[src/rtl/sys_defs.sv]
// Shared definitions for the data-cache miss path: MSHR entry states,
// memory bus command encodings and cache address field positions.
package sys_defs;

  typedef enum logic [1:0] {
    MSHR_FREE       = 2'd0,
    MSHR_WAIT_ISSUE = 2'd1,
    MSHR_WAIT_RESP  = 2'd2,
    MSHR_RESP_READY = 2'd3
  } mshr_state_e;

  localparam logic [1:0] BUS_NONE = 2'h0;
  localparam logic [1:0] BUS_LOAD = 2'h1;

  localparam int DCACHE_IDX_W   = 4;
  localparam int DCACHE_TAG_W   = 9;
  localparam int MEM_TAG_W      = 4;
  localparam int BLK_OFS_W      = 3;
  localparam int BLK_ADDR_W     = 64 - BLK_OFS_W;

  // Byte-address positions of the set index (addr[6:3]) and tag (addr[15:7]).
  localparam int DCACHE_IDX_LSB = 3;
  localparam int DCACHE_TAG_LSB = 7;

  // The same fields expressed relative to a stored block address addr[63:3].
  localparam int BLK_IDX_LSB    = DCACHE_IDX_LSB - BLK_OFS_W;
  localparam int BLK_TAG_LSB    = DCACHE_TAG_LSB - BLK_OFS_W;

endpackage

[src/rtl/dcache_miss_handler_pick.sv]
// Lowest-index find-first-set: reports whether any request bit is set and
// the index of the lowest one.
module dcache_mshr_pick #(
  parameter int N = 4,
  parameter int W = (N > 1) ? $clog2(N) : 1
) (
  input  logic [N-1:0] req,
  output logic         valid,
  output logic [W-1:0] idx
);

  // Scan from the top down so the last hit written is the lowest index.
  always_comb begin
    valid = 1'b0;
    idx   = '0;
    for (int i = N - 1; i >= 0; i--) begin
      if (req[i]) begin
        valid = 1'b1;
        idx   = W'(i);
      end
    end
  end

endmodule

[src/rtl/dcache_miss_handler.sv]
// Load-miss controller for the 2-way, 16-set, 64-bit-block data cache.
// Holds up to MSHR_DEPTH outstanding load misses, issues block-aligned
// BUS_LOAD requests, matches tagged responses and drains one fill plus
// load wakeup per cycle.
// Optional feature: define DCACHE_MSHR_MERGE_EN to let a new miss piggyback
// on an in-flight request (WAIT_RESP entry) for the same block.
module dcache_miss_handler
  import sys_defs::*;
#(
  parameter int MSHR_DEPTH = 4,
  parameter int LQ_ID_W    = 3
) (
  input  logic                    clock,
  input  logic                    reset,
  input  logic                    miss_valid,
  input  logic [63:0]             miss_addr,
  input  logic [LQ_ID_W-1:0]      miss_lq_id,
  output logic                    miss_ready,
  input  logic                    mem_grant,
  output logic [1:0]              proc2mem_command,
  output logic [63:0]             proc2mem_addr,
  input  logic [3:0]              mem2proc_response,
  input  logic [63:0]             mem2proc_data,
  input  logic [3:0]              mem2proc_tag,
  output logic                    wr_mem_en,
  output logic [DCACHE_IDX_W-1:0] wr_mem_idx,
  output logic [DCACHE_TAG_W-1:0] wr_mem_tag,
  output logic [63:0]             wr_mem_data,
  output logic                    ld_done_valid,
  output logic [LQ_ID_W-1:0]      ld_done_lq_id,
  output logic [63:0]             ld_done_data
);

  localparam int IDX_W = (MSHR_DEPTH > 1) ? $clog2(MSHR_DEPTH) : 1;

  mshr_state_e              state_reg [MSHR_DEPTH];
  mshr_state_e              state_next[MSHR_DEPTH];
  logic [BLK_ADDR_W-1:0]    blk_reg   [MSHR_DEPTH];
  logic [BLK_ADDR_W-1:0]    blk_next  [MSHR_DEPTH];
  logic [LQ_ID_W-1:0]       lq_reg    [MSHR_DEPTH];
  logic [LQ_ID_W-1:0]       lq_next   [MSHR_DEPTH];
  logic [MEM_TAG_W-1:0]     tag_reg   [MSHR_DEPTH];
  logic [MEM_TAG_W-1:0]     tag_next  [MSHR_DEPTH];
  logic [63:0]              data_reg  [MSHR_DEPTH];
  logic [63:0]              data_next [MSHR_DEPTH];

  logic [MSHR_DEPTH-1:0]    free_vec;
  logic [MSHR_DEPTH-1:0]    issue_vec;
  logic [MSHR_DEPTH-1:0]    ready_vec;

  logic                     alloc_valid;
  logic [IDX_W-1:0]         alloc_idx;
  logic                     issue_valid;
  logic [IDX_W-1:0]         issue_idx;
  logic                     drain_valid;
  logic [IDX_W-1:0]         drain_idx;

  logic                     accept;
  logic                     issue_fire;
  logic                     issue_ok;
  logic                     resp_hit;
  logic [BLK_ADDR_W-1:0]    miss_blk;
  logic [BLK_ADDR_W-1:0]    drain_blk;

  // Byte offset within the block is irrelevant: requests are block-aligned.
  logic                     unused_offset_bits;
  assign unused_offset_bits = ^miss_addr[BLK_OFS_W-1:0];

  for (genvar gi = 0; gi < MSHR_DEPTH; gi++) begin : g_vec
    assign free_vec[gi]  = (state_reg[gi] == MSHR_FREE);
    assign issue_vec[gi] = (state_reg[gi] == MSHR_WAIT_ISSUE);
    assign ready_vec[gi] = (state_reg[gi] == MSHR_RESP_READY);
  end

  dcache_mshr_pick #(.N(MSHR_DEPTH), .W(IDX_W)) u_pick_alloc (
    .req   (free_vec),
    .valid (alloc_valid),
    .idx   (alloc_idx)
  );

  dcache_mshr_pick #(.N(MSHR_DEPTH), .W(IDX_W)) u_pick_issue (
    .req   (issue_vec),
    .valid (issue_valid),
    .idx   (issue_idx)
  );

  dcache_mshr_pick #(.N(MSHR_DEPTH), .W(IDX_W)) u_pick_drain (
    .req   (ready_vec),
    .valid (drain_valid),
    .idx   (drain_idx)
  );

  assign miss_blk   = miss_addr[63:BLK_OFS_W];
  assign miss_ready = alloc_valid;
  assign accept     = miss_valid && alloc_valid;
  assign issue_fire = issue_valid && mem_grant;
  assign issue_ok   = issue_fire && (mem2proc_response != '0);
  assign resp_hit   = (mem2proc_tag != '0);

`ifdef DCACHE_MSHR_MERGE_EN
  logic [MSHR_DEPTH-1:0]    merge_vec;
  logic                     merge_valid;
  logic [MEM_TAG_W-1:0]     merge_tag;

  for (genvar gi = 0; gi < MSHR_DEPTH; gi++) begin : g_merge
    assign merge_vec[gi] = (state_reg[gi] == MSHR_WAIT_RESP) && (blk_reg[gi] == miss_blk);
  end

  // Tag of the lowest in-flight request for the same block, if any.
  always_comb begin
    merge_valid = 1'b0;
    merge_tag   = '0;
    for (int i = MSHR_DEPTH - 1; i >= 0; i--) begin
      if (merge_vec[i]) begin
        merge_valid = 1'b1;
        merge_tag   = tag_reg[i];
      end
    end
  end
`endif

  // Per-entry next state: each entry is in exactly one state, so allocate,
  // issue, response and drain never collide on the same entry.
  always_comb begin
    for (int i = 0; i < MSHR_DEPTH; i++) begin
      state_next[i] = state_reg[i];
      blk_next[i]   = blk_reg[i];
      lq_next[i]    = lq_reg[i];
      tag_next[i]   = tag_reg[i];
      data_next[i]  = data_reg[i];
      case (state_reg[i])
        MSHR_FREE: begin
          if (accept && (alloc_idx == IDX_W'(i))) begin
            blk_next[i]   = miss_blk;
            lq_next[i]    = miss_lq_id;
            state_next[i] = MSHR_WAIT_ISSUE;
`ifdef DCACHE_MSHR_MERGE_EN
            if (merge_valid) begin
              tag_next[i]   = merge_tag;
              state_next[i] = MSHR_WAIT_RESP;
              if (resp_hit && (mem2proc_tag == merge_tag)) begin
                data_next[i]  = mem2proc_data;
                state_next[i] = MSHR_RESP_READY;
              end
            end
`endif
          end
        end
        MSHR_WAIT_ISSUE: begin
          if (issue_ok && (issue_idx == IDX_W'(i))) begin
            tag_next[i]   = mem2proc_response;
            state_next[i] = MSHR_WAIT_RESP;
          end
        end
        MSHR_WAIT_RESP: begin
          if (resp_hit && (tag_reg[i] == mem2proc_tag)) begin
            data_next[i]  = mem2proc_data;
            state_next[i] = MSHR_RESP_READY;
          end
        end
        MSHR_RESP_READY: begin
          if (drain_valid && (drain_idx == IDX_W'(i))) begin
            state_next[i] = MSHR_FREE;
          end
        end
        default: state_next[i] = MSHR_FREE;
      endcase
    end
  end

  // Entry registers; only the state needs reset, payload is gated by state.
  always_ff @(posedge clock) begin
    for (int i = 0; i < MSHR_DEPTH; i++) begin
      if (reset) begin
        state_reg[i] <= MSHR_FREE;
      end else begin
        state_reg[i] <= state_next[i];
      end
      blk_reg[i]  <= blk_next[i];
      lq_reg[i]   <= lq_next[i];
      tag_reg[i]  <= tag_next[i];
      data_reg[i] <= data_next[i];
    end
  end

  assign drain_blk = blk_reg[drain_idx];

  // Bus request from the lowest waiting entry, only while granted.
  always_comb begin
    proc2mem_command = BUS_NONE;
    proc2mem_addr    = '0;
    if (issue_fire) begin
      proc2mem_command = BUS_LOAD;
      proc2mem_addr    = {blk_reg[issue_idx], {BLK_OFS_W{1'b0}}};
    end
  end

  // Fill and wakeup from the lowest ready entry; zero when not strobed.
  always_comb begin
    wr_mem_en     = drain_valid;
    ld_done_valid = drain_valid;
    wr_mem_idx    = '0;
    wr_mem_tag    = '0;
    wr_mem_data   = '0;
    ld_done_lq_id = '0;
    ld_done_data  = '0;
    if (drain_valid) begin
      wr_mem_idx    = drain_blk[BLK_IDX_LSB +: DCACHE_IDX_W];
      wr_mem_tag    = drain_blk[BLK_TAG_LSB +: DCACHE_TAG_W];
      wr_mem_data   = data_reg[drain_idx];
      ld_done_lq_id = lq_reg[drain_idx];
      ld_done_data  = data_reg[drain_idx];
    end
  end

endmodule

[config.mk]
export PLATFORM = sky130hd
export DESIGN_NAME = dcache_miss_handler
export DESIGN_NICKNAME = d
export VERILOG_FILES = /design/src/rtl/sys_defs.sv /design/src/rtl/dcache_miss_handler_pick.sv /design/src/rtl/dcache_miss_handler.sv
export SDC_FILE = /design/constraint.sdc
export NUM_CORES = 1
export LEC_CHECK = 0
export CAP_MARGIN = 20
export CORE_MARGIN = 3
export CORE_UTILIZATION = 30
export CTS_BUF_LIST = sky130_fd_sc_hd__clkbuf_8
export DETAILED_ROUTE_END_ITERATION = 7
export PLACE_DENSITY = 0.49
export SLEW_MARGIN = 15
export SYNTH_ARGS = -nofsm -noshare
export SYNTH_HDL_FRONTEND = slang
export SYNTH_SLANG_ARGS = --single-unit
[constraint.sdc]
create_clock -name clock -period 11.15 [get_ports clock]
set_input_delay 2.23 -clock clock [delete_from_list [all_inputs] [get_ports clock]]
set_output_delay 2.23 -clock clock [all_outputs]
set_load 0.02 [all_outputs]
==> flow_summary.yaml <==
route:
  drt-initial-drc-count: 1128
  via_count: 12700
  drc: 0
  drtPass1Iterations: 8
  routed_wl_mm: 57.1
  viasPerCell: 4.90
  antenna_left: 0
  routedWlPerCell_um: 22.0
synth:
  synth_edf_count: 528
  seq_area_frac_synth_pct: 76.2
  yosys_most_used_dff: "edfxtp_1"
  synth-warning-count: 0
  yosys.cell_types.count: 55
  synthArstFlopShare_pct: 0
  syn_area_sq_mm: 0.0210
  synth_area_per_cell_sq_um: 16.4
  synthCells: 1277
  synth-seq-cells: 536
global_route:
  grt_max_degree: 69
  grt_overflow: 0
  grt_first_pass_wirelength_mm: 84.7
  grt_pass1_vias: 13300
  grtUsageTotal_pct: 15.2
  antenna_found_initial: 7
floorplanning:
  row_count: 96
  die_w_um: 271
  fp.dieH_um: 271
  start_util_pct: 30.5
  die_area_sq_mm: 0.0732
  ios: 356
  core_area_sq_mm: 0.0689
setup_path:
  path_cells: "ha_1 > nor2b_1 > o21bai_4 > buf_4 > mux2_2 > a222oi_1 > nor2_1 > clkdlybuf4s50_1"
  r2r_cells: 4
  worstPathRequired_ps: 8920
  reg2reg_from: "state_reg[0][0]"
  crit_family: "buffers and inverters"
  crit_buf_inv: 2
  critPathMaxStageDelay_ps: 820
  worstSetupStartpointType: "register"
  path_class: "register to primary output"
  r2r_end: "blk_reg[3][39]"
  cp_slowest_cell: "buf_4"
  critPathMaxFanout: 54
  end_kind: "primary output"
  cp.arrival_ps: 4850
  rrSetupSlack_ps: 8120
layout:
  finish.instance_area_sq_mm: 0.0268
  layout.cells.non_filler: 2593
  syn_to_final_growth_pct: 27.5
  largest_reg_flops: 256
  drive_gt1_share_pct: 14.1
  finalNetCount: 1753
placed_design:
  dpl-instance-area_sq_mm: 0.0251
  dp_hpwl_mm: 32.1
  gp_congestion: 0.757
  port_buffers: 348
  place_inst: 2427
min_path:
  hold_path.startpoint: "state_reg[0][1]"
  min_path_type: "register to register"
  min_to: "state_reg[0][1]"
  hold_depth: 2
flow_run:
  maxCapViolCount: 0
timing:
  finalClockSkew_ps: 20.6
  slew_headroom_pct: 28.5
  layout_worst_path_cycle_share_pct: 63.5
  layout_min_cycle_time_ps: 7080
  worst_hold_slack_ps: 530
  rsz0062_at_grt: "false"
  hold_viol: 0
  tns_ps: 0
  worst-slew-pin-transition_ps: 1070
  setup_viol: 0
  slew_violations: 0
  fmax_mhz: 141
clock_network:
  post_cts_resized: 0
  clk_latency_ps: 660
  cts_setup_buffers: 0
  cts_sinks: 536
  path_clk_slew_ps: 60
  cts.htree.levels: 3
  cts_root_buf: "clkbuf_8"
  cts_tree: "done"
  hold_buffers: 0
  numCtsBuffers: 92
  cts_buffer_depth: 3
status:
  outcome: "completed"
pwr:
  irDropWorstVdd_v: 0.000120
  power.density_mw_per_mm2: 210
  leakage_nw: 8.59
cell usage in the layout (no fill, tap or decap), types with 8 or more instances in the layout:
cell | synthesis | final
clkinv_1 | 0 | 19
nor3_1 | 21 | 20
o22ai_1 | 13 | 13
mux2_2 | 67 | 67
o21ai_0 | 16 | 16
ha_1 | 20 | 20
clkinv_2 | 0 | 15
a21oi_1 | 48 | 48
clkbuf_8 | 0 | 93
inv_1 | 17 | 41
edfxtp_1 | 528 | 528
buf_4 | 70 | 21
xor2_1 | 10 | 10
nand2_1 | 84 | 84
a222oi_1 | 115 | 115
nor2_1 | 92 | 89
clkdlybuf4s50_1 | 0 | 348
o221ai_1 | 13 | 13
a31oi_1 | 13 | 13
dfxtp_1 | 8 | 8
synth_stat cells (all sizes together), types with 3 or more instances:
cell | instances | share of area (%)
nor3 | 21 | 0.50
o221ai | 13 | 0.54
or2 | 4 | 0.12
inv | 18 | 0.32
nand2 | 84 | 1.5
ha | 20 | 1.2
o21ai | 19 | 0.45
a21oi | 48 | 1.1
xor2 | 10 | 0.42
nor2 | 92 | 1.6
a222oi | 115 | 5.5
mux2 | 67 | 3.6
edfxtp | 528 | 75
dfxtp | 8 | 0.76
o311ai | 3 | 0.13
buf | 92 | 3.0
o41ai | 3 | 0.16
clkbuf | 61 | 1.1
o22ai | 13 | 0.39
a31oi | 13 | 0.39
nor4 | 6 | 0.21
xnor2 | 5 | 0.21
and3 | 3 | 0.089
power breakdown:
| group | switching (mW) | leakage [nW] | internal, mW |
|---|---|---|---|
| clock | 0.791 | 0.955 | 0.853 |
| sequential | 0.0427 | 4.86 | 2.39 |
| combinational | 0.966 | 2.78 | 0.567 |
| total | 1.80 | 8.59 | 3.81 |
cell type report:
class | instances | area [sq um]
repair buffers | 369 | 3640
multi-input cells | 573 | 4180
well taps | 931 | 1160
inverters | 18 | 67.6
flip-flops and latches | 536 | 16000
diodes | 2 | 5.00
fillers | 6485 | 42200
clock inverters | 71 | 423
clock buffers | 93 | 1280
logic make-up after synthesis:
group                    count (synthesis)  share of synthesized area, %
buffers and inverters                  171                          4.43
AO/OA/AOI/OAI                          244                          9.38
flip-flops                             536                          76.2
XOR/XNOR                                15                         0.625
AND/OR/NAND/NOR                        222                          4.47
other                                    1                        0.0179
adder cells (fa/ha/maj)                 20                          1.19
multiplexers                            68                          3.64
worst reg2reg max path, stage by stage (launching register included):
cell     delay, ps
dfxtp_1        400
inv_1          100
ha_1           310
nor4_2         820
buf_4          940
how the worst max path moves through the flow:
| stage | depth (start not counted) | endpoint | from |
|---|---|---|---|
| 3_3_place_gp | 6 | proc2mem_addr[11] | mem_grant |
| 6_report | 8 | wr_mem_data[60] | state_reg[2][1] |
| 2_1_floorplan | 4 | state_reg[3][0] | miss_valid |
| 4_1_cts | 8 | wr_mem_data[60] | state_reg[2][1] |
| 5_1_grt | 8 | wr_mem_data[60] | state_reg[2][1] |
| 3_5_place_dp | 6 | proc2mem_addr[11] | mem_grant |
per-stage QoR:
step	power, mW	setup slack (ps)	utilization, %
3_5_place_dp	4.04	4290	36.4
3_3_place_gp	4.03	4390	36.4
5_1_grt	5.90	3650	38.8
2_1_floorplan	3.35	1420	-
4_1_cts	5.71	3850	38.8
6_report	5.61	4070	38.8
routing by layer:
layer	track usage (%)	wire (um)	vias to the layer above
met5	0	75	-
met4	4.57	1170	10
met3	4.11	3970	106
met1	19.6	24100	6449
met2	25.2	27800	429
li1	-	-	5709
Note: power is estimated with default switching activity, not from simulation.
